==> config.mk <==
export PLATFORM = sky130hd
export DESIGN_NAME = m72_bus_decode_wait
export DESIGN_NICKNAME = d
export VERILOG_FILES = /design/src/rtl/m72_bus_pkg.sv /design/src/rtl/m72_region_match.sv /design/src/rtl/m72_bus_decode_wait.sv
export SDC_FILE = /design/constraint.sdc
export NUM_CORES = 1
export LEC_CHECK = 0
export BUFFER_PORTS_ARGS = -buffer_cell sky130_fd_sc_hd__buf_4
export CAP_MARGIN = 40
export CORE_ASPECT_RATIO = 1.1
export CORE_MARGIN = 2
export CORE_UTILIZATION = 52
export CTS_CLUSTER_DIAMETER = 40
export DETAILED_ROUTE_END_ITERATION = 7
export GPL_ROUTABILITY_DRIVEN = 0
export PLACE_DENSITY = 0.77
export SYNTH_ARGS = -nofsm -noshare
export SYNTH_HDL_FRONTEND = slang
export SYNTH_HIERARCHICAL = 1
export SYNTH_SLANG_ARGS = --single-unit
==> constraint.sdc <==
create_clock -name clk -period 1.8 [get_ports clk]
set_input_delay 0.09 -clock clk [delete_from_list [all_inputs] [get_ports clk]]
set_output_delay 0.09 -clock clk [all_outputs]
set_load 0.01 [all_outputs]
==> src/rtl/m72_bus_pkg.sv <==
// m72_bus_pkg
// Shared types and default constants for the V30 main-CPU bus decoder and
// wait-state sequencer.
//   bus_state_t   : sequencer states (IDLE, WAIT, EXT, DONE)
//   region_cfg_t  : one decoded region (base, mask, wait states, ext flag)
//   M72_*         : the default M72 memory map (4 regions, 20-bit bus)
package m72_bus_pkg;

  localparam int MAX_REGIONS = 16;
  // Region base/mask fields are stored at this width so the struct does not
  // depend on the bus width; only bits [ADDR_W-1:1] take part in decoding.
  localparam int MAX_ADDR_W  = 32;

  typedef enum logic [1:0] {
    IDLE = 2'd0,
    WAIT = 2'd1,
    EXT  = 2'd2,
    DONE = 2'd3
  } bus_state_t;

  typedef struct packed {
    logic [MAX_ADDR_W-1:0] base;
    logic [MAX_ADDR_W-1:0] mask;
    logic [3:0]            wait_states;
    logic                  ext;
  } region_cfg_t;

  // Default M72 map. Packed arrays: element [0] is region 0, so the
  // concatenations below list region 3 first.
  localparam int M72_NUM_REGIONS = 4;
  localparam int M72_ADDR_W      = 20;

  localparam logic [3:0][19:0] M72_REGION_BASE =
    {20'hF0000, 20'h40000, 20'h20000, 20'h00000};
  localparam logic [3:0][19:0] M72_REGION_MASK =
    {20'hF0000, 20'hE0000, 20'hE0000, 20'hE0000};
  localparam logic [3:0][3:0]  M72_REGION_WAIT =
    {4'd0, 4'd1, 4'd0, 4'd0};
  localparam logic [3:0]       M72_REGION_EXT  = 4'b1011;
  localparam int unsigned      M72_TIMEOUT     = 255;

endpackage

==> src/rtl/m72_region_match.sv <==
// m72_region_match
// Purely combinational address comparator for one decoded region.
//   addr : CPU word address [ADDR_W-1:1]
//   cfg  : region configuration (only base/mask bits [ADDR_W-1:1] are used)
//   hit  : 1 when (addr & mask) == (base & mask)
module m72_region_match
  import m72_bus_pkg::*;
#(
  parameter int ADDR_W = 20
) (
  input  logic [ADDR_W-1:1] addr,
  input  region_cfg_t       cfg,
  output logic              hit
);

  logic [ADDR_W-1:1] mask_w;
  logic [ADDR_W-1:1] base_w;
  logic              unused_cfg;

  assign mask_w = cfg.mask[ADDR_W-1:1];
  assign base_w = cfg.base[ADDR_W-1:1];
  assign hit    = ((addr & mask_w) == (base_w & mask_w));

  // Wait/ext fields, bit 0 and bits above the bus width are not part of
  // the comparison.
  assign unused_cfg = ^cfg;

endmodule

==> src/rtl/m72_bus_decode_wait.sv <==
// m72_bus_decode_wait
// CPU bus decoder and wait-state sequencer for the V30 main-CPU bus.
// A table of NUM_REGIONS address regions is decoded at the start of each
// memory cycle; the winning region gets a registered one-hot chip select,
// and the cycle completes either after a fixed number of wait states or
// through the ext_req/ext_ack handshake (bounded by TIMEOUT cycles).
//
// Ports:
//   clk, reset        : clock, asynchronous active-high reset
//   addr[ADDR_W-1:1]  : CPU word address
//   m_io, rd, wr      : memory-cycle flag and read/write strobes
//   cs[NUM_REGIONS]   : registered one-hot chip selects
//   ext_req / ext_ack : external access handshake
//   ready             : CPU READY
//   unmapped, timeout : one-cycle event pulses
//   busy              : sequencer not in IDLE
//   state             : current sequencer state (debug)
//
// Handshake semantics:
//   A CPU cycle is active while strobe = m_io & (rd | wr) is high and
//   starts on its rising edge. ready is held low while the access is being
//   serviced and is high otherwise. ext_req rises at cycle start for
//   external regions and stays high until ext_ack is sampled high, the
//   timeout expires, or the CPU drops the strobe; ext_ack is ignored
//   whenever ext_req is low. Dropping the strobe mid-access aborts the
//   access without any event pulse.
module m72_bus_decode_wait
  import m72_bus_pkg::*;
#(
  parameter int                                  NUM_REGIONS = M72_NUM_REGIONS,
  parameter int                                  ADDR_W      = M72_ADDR_W,
  parameter logic [NUM_REGIONS-1:0][ADDR_W-1:0]  REGION_BASE = M72_REGION_BASE,
  parameter logic [NUM_REGIONS-1:0][ADDR_W-1:0]  REGION_MASK = M72_REGION_MASK,
  parameter logic [NUM_REGIONS-1:0][3:0]         REGION_WAIT = M72_REGION_WAIT,
  parameter logic [NUM_REGIONS-1:0]              REGION_EXT  = M72_REGION_EXT,
  parameter int unsigned                         TIMEOUT     = M72_TIMEOUT
) (
  input  logic                   clk,
  input  logic                   reset,
  input  logic [ADDR_W-1:1]      addr,
  input  logic                   m_io,
  input  logic                   rd,
  input  logic                   wr,
  output logic [NUM_REGIONS-1:0] cs,
  output logic                   ext_req,
  input  logic                   ext_ack,
  output logic                   ready,
  output logic                   unmapped,
  output logic                   timeout,
  output logic                   busy,
  output bus_state_t             state
);

  // One counter serves both the wait-state and the ext_ack timeout count,
  // so it must hold the larger of the two.
  localparam int TMO_W = $clog2(TIMEOUT + 1);
  localparam int CNT_W = (TMO_W > 4) ? TMO_W : 4;

  region_cfg_t            cfg [NUM_REGIONS];
  logic [NUM_REGIONS-1:0] hit;

  logic                   strobe;
  logic                   strobe_q;
  logic                   strobe_rise;

  logic                   hit_any;
  logic [NUM_REGIONS-1:0] win_cs;
  logic [3:0]             win_wait;
  logic                   win_ext;

  logic [CNT_W-1:0]       cnt;

  // ---------------------------------------------------------------------
  // Region table and comparators
  // ---------------------------------------------------------------------
  for (genvar g = 0; g < NUM_REGIONS; g++) begin : g_region
    assign cfg[g] = '{
      base:        MAX_ADDR_W'(REGION_BASE[g]),
      mask:        MAX_ADDR_W'(REGION_MASK[g]),
      wait_states: REGION_WAIT[g],
      ext:         REGION_EXT[g]
    };

    m72_region_match #(
      .ADDR_W (ADDR_W)
    ) u_match (
      .addr (addr),
      .cfg  (cfg[g]),
      .hit  (hit[g])
    );
  end

  // Lowest-index hit wins: scan from the top down so the lowest index is
  // the last one written.
  always_comb begin
    hit_any  = 1'b0;
    win_cs   = '0;
    win_wait = '0;
    win_ext  = 1'b0;
    for (int i = NUM_REGIONS - 1; i >= 0; i--) begin
      if (hit[i]) begin
        hit_any   = 1'b1;
        win_cs    = '0;
        win_cs[i] = 1'b1;
        win_wait  = cfg[i].wait_states;
        win_ext   = cfg[i].ext;
      end
    end
  end

  assign strobe      = m_io & (rd | wr);
  assign strobe_rise = strobe & ~strobe_q;

  // ---------------------------------------------------------------------
  // Sequencer. Decoding happens only on the start edge; the resulting cs,
  // wait count and ext flag are held in registers for the whole cycle, so
  // later address changes have no effect.
  // Counters load N and the access completes on the edge where the count
  // would reach zero, giving N cycles of ready low.
  // ---------------------------------------------------------------------
  always_ff @(posedge clk or posedge reset) begin
    if (reset) begin
      state    <= IDLE;
      strobe_q <= 1'b0;
      cs       <= '0;
      ext_req  <= 1'b0;
      ready    <= 1'b1;
      unmapped <= 1'b0;
      timeout  <= 1'b0;
      busy     <= 1'b0;
      cnt      <= '0;
    end else begin
      strobe_q <= strobe;
      unmapped <= 1'b0;
      timeout  <= 1'b0;

      case (state)
        IDLE: begin
          if (strobe_rise) begin
            busy <= 1'b1;
            if (!hit_any) begin
              state    <= DONE;
              unmapped <= 1'b1;
            end else if (win_ext) begin
              state   <= EXT;
              cs      <= win_cs;
              ext_req <= 1'b1;
              ready   <= 1'b0;
              cnt     <= CNT_W'(TIMEOUT);
            end else if (win_wait == 4'd0) begin
              // Zero wait states: ready never drops.
              state <= DONE;
              cs    <= win_cs;
            end else begin
              state <= WAIT;
              cs    <= win_cs;
              ready <= 1'b0;
              cnt   <= CNT_W'(win_wait);
            end
          end
        end

        WAIT: begin
          if (!strobe) begin
            state <= IDLE;
            cs    <= '0;
            ready <= 1'b1;
            busy  <= 1'b0;
            cnt   <= '0;
          end else if (cnt <= CNT_W'(1)) begin
            state <= DONE;
            ready <= 1'b1;
            cnt   <= '0;
          end else begin
            cnt <= cnt - CNT_W'(1);
          end
        end

        EXT: begin
          if (!strobe) begin
            state   <= IDLE;
            cs      <= '0;
            ext_req <= 1'b0;
            ready   <= 1'b1;
            busy    <= 1'b0;
            cnt     <= '0;
          end else if (ext_ack) begin
            // An acknowledge on the final count takes precedence over the
            // timeout.
            state   <= DONE;
            ext_req <= 1'b0;
            ready   <= 1'b1;
            cnt     <= '0;
          end else if (cnt <= CNT_W'(1)) begin
            state   <= DONE;
            ext_req <= 1'b0;
            ready   <= 1'b1;
            timeout <= 1'b1;
            cnt     <= '0;
          end else begin
            cnt <= cnt - CNT_W'(1);
          end
        end

        DONE: begin
          if (!strobe) begin
            state <= IDLE;
            cs    <= '0;
            ready <= 1'b1;
            busy  <= 1'b0;
          end
        end

        default: begin
          state   <= IDLE;
          cs      <= '0;
          ext_req <= 1'b0;
          ready   <= 1'b1;
          busy    <= 1'b0;
          cnt     <= '0;
        end
      endcase
    end
  end

endmodule

# Word level (Yosys, flattened, before mapping)

Index checks and enable logic that the tools add are counted.

Eq/ne operators: 13
Muxes and demuxes: 64
Bitwise gates (word level): 4
Add/sub/neg operators: 1
$lt $le $gt $ge: 1
Reductions and logical operators: 12

Operators by type and width:

| operator                                            | number |
|---|---|
| two-way mux 8 bit                                   | 8 |
| two-way mux 4 bit                                   | 9 |
| two-way mux 1 bit                                   | 32 |
| one-hot mux 8 bit (3 select lines)                  | 1 |
| logical NOT 19 bit                                  | 1 |
| two-way mux 2 bit                                   | 9 |
| inequality test 2 bit, second input constant        | 5 |
| <= comparator 8 x 1 -> 1 bit, second input constant | 1 |
| one-hot mux 2 bit (4 select lines)                  | 1 |
| one-hot mux 4 bit (2 select lines)                  | 1 |
| AND reduction 4 bit                                 | 2 |
| subtractor 8 x 1 -> 8 bit, second input constant    | 1 |
| AND reduction 5 bit                                 | 1 |
| equality test 2 bit, second input constant          | 2 |
| equality test 4 bit, second input constant          | 1 |
| logical NOT 4 bit                                   | 1 |
| inequality test 4 bit, second input constant        | 1 |
| one-hot mux 1 bit (2 select lines)                  | 2 |
| one-hot mux 1 bit (4 select lines)                  | 1 |
| AND reduction 2 bit                                 | 2 |
| equality test 3 x 1 -> 1 bit, second input constant | 1 |
| equality test 3 x 2 -> 1 bit, second input constant | 1 |
| inequality test 3 bit, second input constant        | 1 |
| AND reduction 3 bit                                 | 1 |
| other kinds (8)                                     | 9 |

Output and inout port bits: 11
Logic and storage cells: 104
Register bits after elaboration: 20
Bits of input ports: 25

# Logic depth before layout (Yosys ltp)

Depth in word-level cells: 10
Mapped depth: 11
Mapped depth without buffers: 9

# Hierarchy

The synthesis kept the hierarchy.

Modules (own cells, without submodules):

| module              | cells an instance | instances | area an instance (sq um) | seq. area each (sq um) |
|---|---|---|---|---|
| m72_bus_decode_wait | 137               | 1         | 1234.9                   | 501.7 |
| m72_region_match    | 32                | 4         | 262.8                    | 0.0 |

# Worst setup path after synthesis

No wires, ideal clock.

Path type: reg2reg
Start: register state[0]
End: register cnt[4]
Slack: -0.196 ns
Arrival: 1.910 ns
Path buffers: 2
Cell stages (with the launch flop): 10
Clock period less this slack: 1.996 ns
Library setup time: 0.086 ns
Required time: 1.714 ns
Cell sequence: dfrtp_1 -> inv_1 -> ha_1 -> or3b_1 -> or3_1 -> buf_6 -> nand3_2 -> buf_6 -> a21oi_1 -> nor3_1

Cells in the longest elaborated chain, start to end: 3
Elaborated cells between the ends (all ways): 9
Those cells by class: eq/ne (5); mux (1); reduce/logical (3)

RTL lines:

| what                                                              | RTL line                   | text |
|---|---|---|
| start: declaration                                                | m72_bus_decode_wait.sv:51  | `output bus_state_t state` |
| start signal: assignment                                          | m72_bus_decode_wait.sv:123 | `state <= IDLE;` |
| start signal: assignment                                          | m72_bus_decode_wait.sv:142 | `state <= DONE;` |
| start signal: assignment                                          | m72_bus_decode_wait.sv:145 | `state <= EXT;` |
| equality test 2 bit, or another cell as far along                 | m72_bus_decode_wait.sv:137 | `case (state)` |
| nonzero test 3 bit (no source line), or another cell as far along | n/a                        |  |
| AND reduction 4 bit (no source line)                              | n/a                        |  |
| end signal: assignment                                            | m72_bus_decode_wait.sv:149 | `cnt <= CNT_W'(TIMEOUT);` |
| end signal: assignment                                            | m72_bus_decode_wait.sv:158 | `cnt <= CNT_W'(win_wait);` |
| end signal: assignment                                            | m72_bus_decode_wait.sv:175 | `cnt <= cnt - CNT_W'(1);` |
| end: declaration                                                  | m72_bus_decode_wait.sv:71  | `logic [CNT_W-1:0] cnt;` |

Several ways; a longest one is shown, not always the timed one.
A chain may end at the register's enable or synchronous reset.

# Worst setup path in the final report

Start: register state[0]
End: register cnt[7]

The elaborated chain is that of the path after synthesis.

==> results.md <==
- Outcome: finished with violations
- Failing checks: setup timing
- Syn_area_per_cell: 8.626 um2
- Vias in the first global route: 2,340
- Final ANT Viol Nets: 0
- Power density over cell area: 1060 nW/um2
- Switching share of power: 0.4446
- Global-route usage over all layers: 0.2500
- Setup crit start kind: flip-flop
- Share of synthesized registers carrying an async set or reset: 1.000
- Worst hold start: ext_ack
- WP data required: 1.99 ns
- Clock skew: 0.001907 ns
- Clk pwr share: 0.093
- Max-Slew Margin vs Limit: 0.4908
- WHS Path Cells: 3
- Multi-input gate area: 2351 um2
- Final Hold Viols: 0
- Worst Max-Slew Pin Slew: 0.7630 ns
- Synth Instances: 265
- YS warnings: 6
- RSZ-0062 raised after global routing: true
- Total CTS buffers: 3
- Clock latency on the worst-skew pair: 0.27 ns
- Hold EP: timeout
- Die Span X: 67.22 um
- Max cap viols: 0
- Distinct cells, synth: 46
- IO buf count: 35
- Final setup vio count: 13
- Clock Sinks: 20
- Fin cells: 543
- Placed Cells incl. Taps: 536
- Clock root buffer: clkbuf_8
- Initial drt markers: 144
- Net switching power: 1.694 mW
- Area growth syn-to-layout: 57.20%
- Sequential Area: 501.7 um2
- Core Area: 4254 um2
- Startpoint of the worst register-to-register path: state[0]
- Static Leak: 1.909 nW
- Die Footprint: 4943 um2
- Vias per inst: 4.724
- Tot Pwr: 3.809 mW
- CP Max Fanout: 5
- Sequential share of power: 0.186
- Die Y: 73.54 um
- Critical Path End Type: flip-flop
- Crit Path Class: reg2reg
- Via Count: 2,565
- Max Slew Vio Count: 0
- # IOs: 36
- Fillers: 283
- Tmin final: 2.007 ns
- Post-synthesis cell area: 2286 um2
- Maximum vdd ir drop: 1.354 mV
- 1st-pass router iterations: 5
- Top FF cell, synth: dfrtp_1
- Final critical-path share of the clock period: 1.115
- Crit path DAT: 2.20 ns
- Initial Utilization: 0.5374
- Nets: 521
- R2R Setup Slk: -0.21 ns
- CTS tree: done
- Fraction of layout cells with a size suffix above 1: 0.2168
- R2R cell count: 8
- Initial antenna violation count: 0
- FF+latch count, synth: 20
- DRT Wirelength: 6209 um
- DR WL/cell: 11.43 um
- Sequential area share after synthesis: 0.2195
- Grt total ovfl: 0
- Cell-internal power: 2.116 mW
- Largest net degree at the start of global routing: 21
- Fmax: 498.2 MHz
- Reg2reg end: cnt[7]
- CTS Buffer Depth: 2
- ANT cells: 0
- DP Wirelength: 4515 um
- Drc violations: 0
- Hold/Removal Path Class: in2reg
- First-pass GRT wire length: 9501 um
- Site row count: 25
- Number of synthesized flops with an enable pin: 0
- H-tree Lvls: 1
- Worst-path clk slew: 0.07 ns
- Combinational power share: 0.721
- Final WS setup: -0.2071 ns
metal layers:
metal / global-route usage / up-vias / wire (um)
met2: 0.4521 / 80 / 3295
li1: - / 1278 / -
met1: 0.2879 / 1190 / 2496
met3: 0.04900 / 17 / 280
met5: 0 / - / 0
met4: 0.09070 / 0 / 136
cell families after synthesis:
family,count (synthesis),synth area share
DFF,20,0.2195
buffers and inverters,17,0.03448
xor gates and xnor gates,76,0.2912
and+or+nand+nor,64,0.1686
adders and majority gates,6,0.03284
other,2,0.003285
AOI/OAI and AO/OA,80,0.2501
final cells by class:
cell class,instances,share of cell area
timing repair buffer,73,0.1574
clock buffer,4,0.01532
sequential,20,0.1396
multi-input combinational,378,0.6542
tap,54,0.01880
inverter,14,0.01462
worst max-delay path, stage by stage, from the launching register on:
cell	delay, ns
dfrtp_1	0.39
inv_2	0.09
ha_4	0.13
or3b_4	0.38
or3_4	0.38
buf_6	0.14
o211ai_1	0.17
a21oi_1	0.11
o22ai_1	0.13
placed cells by master (no fill, tap or decap), types with 3 or more instances in the layout:
cell	count
inv_1	12
buf_4	68
o21ai_0	5
conb_1	152
xor2_1	76
o21ai_1	3
a222oi_1	4
a22oi_1	33
nor3_2	7
ha_1	5
nor3_1	8
clkbuf_8	4
buf_6	4
nand2_1	9
nor2_1	11
a21oi_1	11
dfrtp_1	19
nand4_1	9
worst max path at each step:
stage | start | to | slack [ns] | cells past startpoint
2_1_floorplan | state[0] | cnt[2] | -0.19 | 9
3_3_place_gp | addr[18] | cnt[0] | -0.21 | 10
3_5_place_dp | addr[18] | cnt[4] | -0.27 | 11
4_1_cts | state[0] | cnt[2] | -0.11 | 8
5_1_grt | state[0] | cnt[7] | -0.30 | 8
6_report | state[0] | cnt[7] | -0.21 | 8
metrics by stage:
stage          area, um2  setup slack [ns]  hold slack (ns)    util  setup TNS [ns]
2_1_floorplan       2860           -0.1904          0.05309       -          -1.276
3_3_place_gp        3427           -0.2093           0.2720  0.8056          -2.232
3_5_place_dp        3427           -0.2719           0.2848  0.8056          -2.605
4_1_cts             3546           -0.1115           0.1906  0.8335         -0.8262
5_1_grt             3593           -0.2999           0.2228  0.8447          -2.536
6_report            3593           -0.2071           0.2025  0.8447          -1.580
flip-flops by register name, indices dropped and copies added (netlist names):
signal and count:
ext_req 1, state 2, ready 1, cnt 8, busy 1, cs 4, unmapped 1, timeout 1
strobe_q 1
cells in the mapped netlist, drive strengths merged (4+ instances only):
| cell | number | area share |
|---|---|---|
| ha | 6 | 0.033 |
| a21oi | 13 | 0.028 |
| o21ai | 10 | 0.024 |
| nor3 | 16 | 0.048 |
| nand4 | 9 | 0.025 |
| a22oi | 33 | 0.11 |
| nor2 | 12 | 0.020 |
| nand2 | 10 | 0.016 |
| a222oi | 4 | 0.018 |
| dfrtp | 19 | 0.21 |
| xor2 | 76 | 0.29 |
| inv | 14 | 0.023 |
power by group through the flow:
stage / registers, mW / logic [mW] / clock network (mW)
after floorplan: 0.774 / 1.42 / 0
final: 0.708 / 2.75 / 0.353
after CTS: 0.707 / 2.49 / 0.360
after global placement: 0.707 / 2.25 / 0
after global routing: 0.721 / 3.00 / 0.374
after detailed placement: 0.711 / 2.30 / 0
repair_timing:
action,in CTS,in global routing
hold buffers,1,0
setup endpoints to repair,16,17
setup buffers,1,1
hold endpoints to repair,19,0
resized for setup,13,11
pin swaps,8,8
(Power assumes the default switching activity.)
